===== src/rtl/muldiv_sequencer.sv =====
// Iterative RV32M multiply/divide: 35-cycle latency (2 for special cases when MULDIV_EARLY_OUT_EN is defined).
// Holds stall_req while working; one op in flight, start ignored while busy, flush aborts without a done pulse.
module muldiv_sequencer #(
   parameter int XLEN = 32
) (
   input  logic            clk,
   input  logic            rst,
   input  logic            start,
   input  logic [2:0]      op,
   input  logic [XLEN-1:0] src1,
   input  logic [XLEN-1:0] src2,
   input  logic            flush,
   output logic            busy,
   output logic            stall_req,
   output logic            done,
   output logic [XLEN-1:0] res
);

   typedef enum logic [2:0] {S_IDLE, S_PREP, S_CALC, S_FIXUP, S_DONE} state_t;

   state_t              state_q, state_d;
   logic [2:0]          op_q, op_d;
   logic [XLEN-1:0]     a_q, a_d;
   logic [XLEN-1:0]     b_q, b_d;
   logic [2*XLEN-1:0]   acc_q, acc_d;
   logic [5:0]          cnt_q, cnt_d;
   logic                s1_q, s1_d;
   logic                s2_q, s2_d;
   logic [XLEN-1:0]     res_q, res_d;

   logic                is_div, sgn1, sgn2;
   logic [XLEN:0]       mul_sum, div_rem_sh, div_diff;
   logic [2*XLEN-1:0]   prod;
   logic [XLEN-1:0]     q_fix, r_fix, fix_val;

`ifdef MULDIV_EARLY_OUT_EN
   localparam logic [XLEN-1:0] SMIN = {1'b1, {(XLEN-1){1'b0}}};
   logic                eo_div0, eo_ovf, eo_mz;
`endif

   assign is_div = op_q[2];
   assign sgn1   = (op_q == 3'd1) || (op_q == 3'd2) || (op_q == 3'd4) || (op_q == 3'd6);
   assign sgn2   = (op_q == 3'd1) || (op_q == 3'd4) || (op_q == 3'd6);

   // acc holds product high:multiplier-shifted-out for multiply, remainder:quotient for divide
   assign mul_sum    = {1'b0, acc_q[2*XLEN-1:XLEN]} + {1'b0, a_q};
   assign div_rem_sh = {acc_q[2*XLEN-1:XLEN], a_q[XLEN-1]};
   assign div_diff   = div_rem_sh - {1'b0, b_q};

   // Signed overflow needs no special handling here: |MIN|/1 = MIN and the signs cancel.
   assign prod  = (s1_q ^ s2_q) ? -acc_q : acc_q;
   assign q_fix = (s1_q ^ s2_q) ? -acc_q[XLEN-1:0] : acc_q[XLEN-1:0];
   assign r_fix = s1_q ? -acc_q[2*XLEN-1:XLEN] : acc_q[2*XLEN-1:XLEN];

   always_comb begin
      fix_val = '0;
      case (op_q)
         3'd0:        fix_val = prod[XLEN-1:0];
         3'd1, 3'd2,
         3'd3:        fix_val = prod[2*XLEN-1:XLEN];
         3'd4, 3'd5:  fix_val = (b_q == '0) ? '1 : q_fix;
         default:     fix_val = r_fix;
      endcase
   end

`ifdef MULDIV_EARLY_OUT_EN
   assign eo_div0 = is_div && (b_q == '0);
   assign eo_ovf  = is_div && !op_q[0] && (a_q == SMIN) && (b_q == '1);
   assign eo_mz   = !is_div && ((a_q == '0) || (b_q == '0));
`endif

   always_comb begin
      state_d = state_q;
      op_d    = op_q;
      a_d     = a_q;
      b_d     = b_q;
      acc_d   = acc_q;
      cnt_d   = cnt_q;
      s1_d    = s1_q;
      s2_d    = s2_q;
      res_d   = res_q;

      if (flush && state_q != S_IDLE) begin
         state_d = S_IDLE;
      end else begin
         case (state_q)
            S_IDLE: begin
               if (start && !flush) begin
                  op_d    = op;
                  a_d     = src1;
                  b_d     = src2;
                  state_d = S_PREP;
               end
            end
            S_PREP: begin
               s1_d    = sgn1 && a_q[XLEN-1];
               s2_d    = sgn2 && b_q[XLEN-1];
               a_d     = (sgn1 && a_q[XLEN-1]) ? -a_q : a_q;
               b_d     = (sgn2 && b_q[XLEN-1]) ? -b_q : b_q;
               acc_d   = '0;
               cnt_d   = 6'(XLEN - 1);
               state_d = S_CALC;
`ifdef MULDIV_EARLY_OUT_EN
               if (eo_div0 || eo_ovf || eo_mz) begin
                  if (eo_mz)
                     res_d = '0;
                  else if (eo_ovf)
                     res_d = op_q[1] ? '0 : SMIN;
                  else
                     res_d = op_q[1] ? a_q : '1;
                  state_d = S_DONE;
               end
`endif
            end
            S_CALC: begin
               if (is_div) begin
                  if (!div_diff[XLEN])
                     acc_d = {div_diff[XLEN-1:0], acc_q[XLEN-2:0], 1'b1};
                  else
                     acc_d = {div_rem_sh[XLEN-1:0], acc_q[XLEN-2:0], 1'b0};
                  a_d = {a_q[XLEN-2:0], 1'b0};
               end else begin
                  if (b_q[0])
                     acc_d = {mul_sum, acc_q[XLEN-1:1]};
                  else
                     acc_d = {1'b0, acc_q[2*XLEN-1:1]};
                  b_d = {1'b0, b_q[XLEN-1:1]};
               end
               if (cnt_q == '0)
                  state_d = S_FIXUP;
               else
                  cnt_d = cnt_q - 6'd1;
            end
            S_FIXUP: begin
               res_d   = fix_val;
               state_d = S_DONE;
            end
            S_DONE: begin
               state_d = S_IDLE;
            end
            default: state_d = S_IDLE;
         endcase
      end
   end

   always_ff @(posedge clk or negedge rst) begin
      if (!rst) begin
         state_q <= S_IDLE;
         op_q    <= '0;
         a_q     <= '0;
         b_q     <= '0;
         acc_q   <= '0;
         cnt_q   <= '0;
         s1_q    <= 1'b0;
         s2_q    <= 1'b0;
         res_q   <= '0;
      end else begin
         state_q <= state_d;
         op_q    <= op_d;
         a_q     <= a_d;
         b_q     <= b_d;
         acc_q   <= acc_d;
         cnt_q   <= cnt_d;
         s1_q    <= s1_d;
         s2_q    <= s2_d;
         res_q   <= res_d;
      end
   end

   assign busy      = (state_q != S_IDLE);
   assign stall_req = (state_q == S_PREP) || (state_q == S_CALC) || (state_q == S_FIXUP) ||
                      ((state_q == S_IDLE) && start && !flush);
   assign done      = (state_q == S_DONE) && !flush;
   assign res       = res_q;

endmodule


===== config.mk =====
export PLATFORM = sky130hd
export DESIGN_NAME = muldiv_sequencer
export DESIGN_NICKNAME = d
export VERILOG_FILES = /design/src/rtl/muldiv_sequencer.sv
export SDC_FILE = /design/constraint.sdc
export NUM_CORES = 1
export LEC_CHECK = 0
export CORE_MARGIN = 2
export CORE_UTILIZATION = 60
export DETAILED_ROUTE_END_ITERATION = 16
export PLACE_DENSITY = 0.81
export SLEW_MARGIN = 5
export SYNTH_ARGS = -nofsm -noshare
export SYNTH_HDL_FRONTEND = slang
export SYNTH_SLANG_ARGS = --single-unit

===== constraint.sdc =====
create_clock -name clk -period 6.37 [get_ports clk]
set_clock_uncertainty 0.2 [all_clocks]
set_input_delay 1.911 -clock clk [delete_from_list [all_inputs] [get_ports clk]]
set_output_delay 1.911 -clock clk [all_outputs]
set_load 0.05 [all_outputs]

==> results.md <==
- Starting Density: 0.6140
- Clock Sinks: 174
- Register area share after synthesis: 0.2800
- Clock-pin slew on the worst setup and hold paths: 70 ps
- Clock Latency Late Sink: 450 ps
- Critical Path Fanout Max: 4
- Number of synthesized flops with an enable pin: 0
- Count leader, synth: o21ai_0
- Post-CTS Setup Bufs: 0
- Worst Max-Slew Pin Slew: 1100 ps
- HP Class: reg -> reg
- Synth-to-layout area growth: 11.67%
- #FFs+latches synth: ~170
- Fin Setup TNS: 0 ps
- Routed Antenna Nets: 0
- Total grt overflow: 0
- Routed vias/inst: 7.068
- IR drop worst, VDD: between 400 and 500 uV
- Hold buffers post-CTS: 0
- Final setup viols: 0
- Final period util: 0.8808
- Cell Area, Synth: roughly 0.016 mm2
- Clk buf depth: 2
- Status: complete, no violations
- Main flop type after synthesis: dfrtp_1
- RSZ-0062 raised after global routing: false
- Layout Utilization: 0.6856
- Area of the die: 0.02722 mm2
- Critical path arrival: 3500 ps
- Fin nets: between 2000 and 2500
- R2R cell count: 12
- Die Y: around 160 um
- First-pass GRT wire length: roughly 90000 um
- Mapped Nets: 2178
- Share of flip-flops with an asynchronous set or reset: 1.000
- Pwr dens: 661.4 mW/mm2
- All-layer global routing usage: 0.4189
- Hold Path Origin: res[1]
- Yosys warnings: 0
- IO Pins: 106
- Setup slack, reg-to-reg: 1710 ps
- Worst slew margin: 0.2624
- Root buf cell: clkbuf_16
- Setup crit end kind: output port
- Die W: 165.0 um
- WHS Endpoint: res[1]
- Drt wl/cell: 23.74 um
- Initial antenna violation count: 0
- Layout cells sized above 1: 0.06037
- Final HPWL from detailed placement: 40600 um
- CP Class: in -> out
- Worst R2R Start: a_q[31]
- Max-slew violation count: 0
- CP required: 4260 ps
- Post-synthesis cell count: 2035
- 1st-pass router iterations: 6
- Pin count of the biggest net entering global routing: between 90 and 100
- Total wire length: 56610 um
- Commonest cells post-synth: o21ai_0 (237), nor2_1 (226), dfrtp_1 (174), nand2_1 (163), clkbuf_1 (143)
- H-tree depth: 4
- Min Tclk post-route: around 5600 ps
- Mean post-synth cell area: 7.641 um2
- Routed vias: 16849
- Residual DRC: 0
- Leading area contributor after synthesis: dfrtp_1
- Hold Crit Depth: 2
- Starting DRC count in detailed routing: 2497
- Number of max-cap violations: 0
- Site Rows: 58
- CTS tree: yes
- Pleak: 6.934 nW
- Crit Reg-Reg Endpoint: acc_q[63]
- Core box area: 0.02533 mm2
- Final Hold Viols: 0
- Vias in the first global route: between 15000 and 20000
- Cell variety after synth: 82
- Gpl congestion: about 1.1
- Port Buffers: around 110
- Yosys top cell area share: 0.2800
- Area contributors post-synth: dfrtp_1 (28%), o21ai_0 (7.6%), ha_1 (5.6%)
- CTS buffer count: 17
- PostCTS Resize Cnt: 0
- Max Clk Rate: 178.2 MHz
- Crit path launch type: input port
- Antenna Cells: 0
[routing by layer]
| metal | global-route usage | wire [um] |
|---|---|---|
| met1 | 0.5764 | 22880 |
| met2 | 0.6127 | 23820 |
| met3 | 0.1374 | 7676 |
| met4 | 0.1526 | 2229 |
| met5 | 0 | 0 |
[layout by cell type, fill, tap and decap left out, types with 7 or more instances in the layout]
| cell | synthesis | layout |
|---|---|---|
| nor2_1 | 226 | 222 |
| a221oi_1 | 76 | 76 |
| a2111oi_0 | 8 | 8 |
| a21o_1 | 26 | 26 |
| nor3_1 | 89 | 88 |
| a211oi_1 | 22 | 22 |
| a222oi_1 | 13 | 13 |
| nor3b_1 | 11 | 10 |
| nor4_1 | 25 | 25 |
| clkdlybuf4s50_1 | 0 | 104 |
| nand2b_1 | 21 | 20 |
| a21oi_1 | 129 | 129 |
| or3_1 | 28 | 28 |
| o221ai_1 | 14 | 14 |
| clkbuf_16 | 0 | 17 |
| o211ai_1 | 17 | 17 |
| buf_4 | 0 | 38 |
| nand4_1 | 15 | 15 |
| nand2_1 | 163 | 162 |
| o22ai_1 | 22 | 22 |
| mux2i_1 | 12 | 12 |
| dfrtp_1 | 174 | 174 |
| xor2_1 | 50 | 49 |
| ha_1 | 70 | 70 |
| a22oi_1 | 11 | 11 |
| or2_2 | 7 | 7 |
| and3_1 | 18 | 18 |
| a31oi_1 | 34 | 34 |
| o21a_1 | 13 | 13 |
| nor2b_1 | 12 | 12 |
| o21ai_0 | 237 | 237 |
| o31ai_1 | 9 | 9 |
| o22a_1 | 10 | 10 |
| mux2_2 | 9 | 9 |
| xnor2_1 | 92 | 91 |
| nand3_1 | 40 | 40 |
| inv_1 | 61 | 61 |
[state kept, by name, indices dropped and copies added (netlist names)]
register and cells:
cnt_q 6, state_q 3, s1_q 1, acc_q 64, b_q 32, res 32
op_q 3, a_q 32, s2_q 1
[critical path, cell delays in order]
cell             delay (ps)
clkdlybuf4s50_1         450
nor4b_1                 280
clkdlybuf4s50_1         850
[metrics by stage]
stage	hold slack (ps)	total power, mW	cell area (um2)	instances	setup slack, ps
after floorplan	269.1	7.636	15550	2035	548.6
after global placement	258.2	9.806	16760	2352	759.7
after detailed placement	261.0	9.951	16760	2352	741.8
after CTS	276.6	11.13	17360	2384	730.9
after global routing	307.3	12.15	17360	2384	669.9
final	281.7	11.48	17360	2384	759.2
[how the worst max path moves through the flow]
stage                from         to  slack [ps]  cells past startpoint
floorplan           flush       done         550                      2
global placement    flush  stall_req         760                      4
detailed placement  flush       done         740                      3
CTS                 flush       done         730                      3
global route        flush       done         670                      3
finish              flush       done         760                      3
[area by class of cell]
class,instances,area [um2]
Clock buffer,18,429.2
Multi-Input combinational cell,1642,10400
Timing Repair Buffer,144,1358
Tap cell,330,412.9
Fill cell,2170,7963
Sequential cell,174,4354
Inverter,62,232.7
Clock inverter,14,177.7
[logic make-up after synthesis]
| kind of cell | Yosys count | share of synthesized area |
|---|---|---|
| AO/OA/AOI/OAI | 707 | 0.2945 |
| AND/OR/NAND/NOR | 700 | 0.2183 |
| buffers and inverters | 219 | 0.05407 |
| flip-flops | 174 | 0.2800 |
| XOR/XNOR | 142 | 0.07998 |
| adder cells (fa/ha/maj) | 72 | 0.05890 |
| multiplexers | 21 | 0.01424 |
[power by group]
| group | total, mW | internal (mW) | switching (mW) |
|---|---|---|---|
| Combinational | 7.82 | 2.88 | 4.94 |
| Clock | 1.13 | 0.597 | 0.537 |
| Sequential | 2.53 | 1.59 | 0.937 |
| Total | 11.5 | 5.07 | 6.41 |
Power figures use the tool's default switching activity.
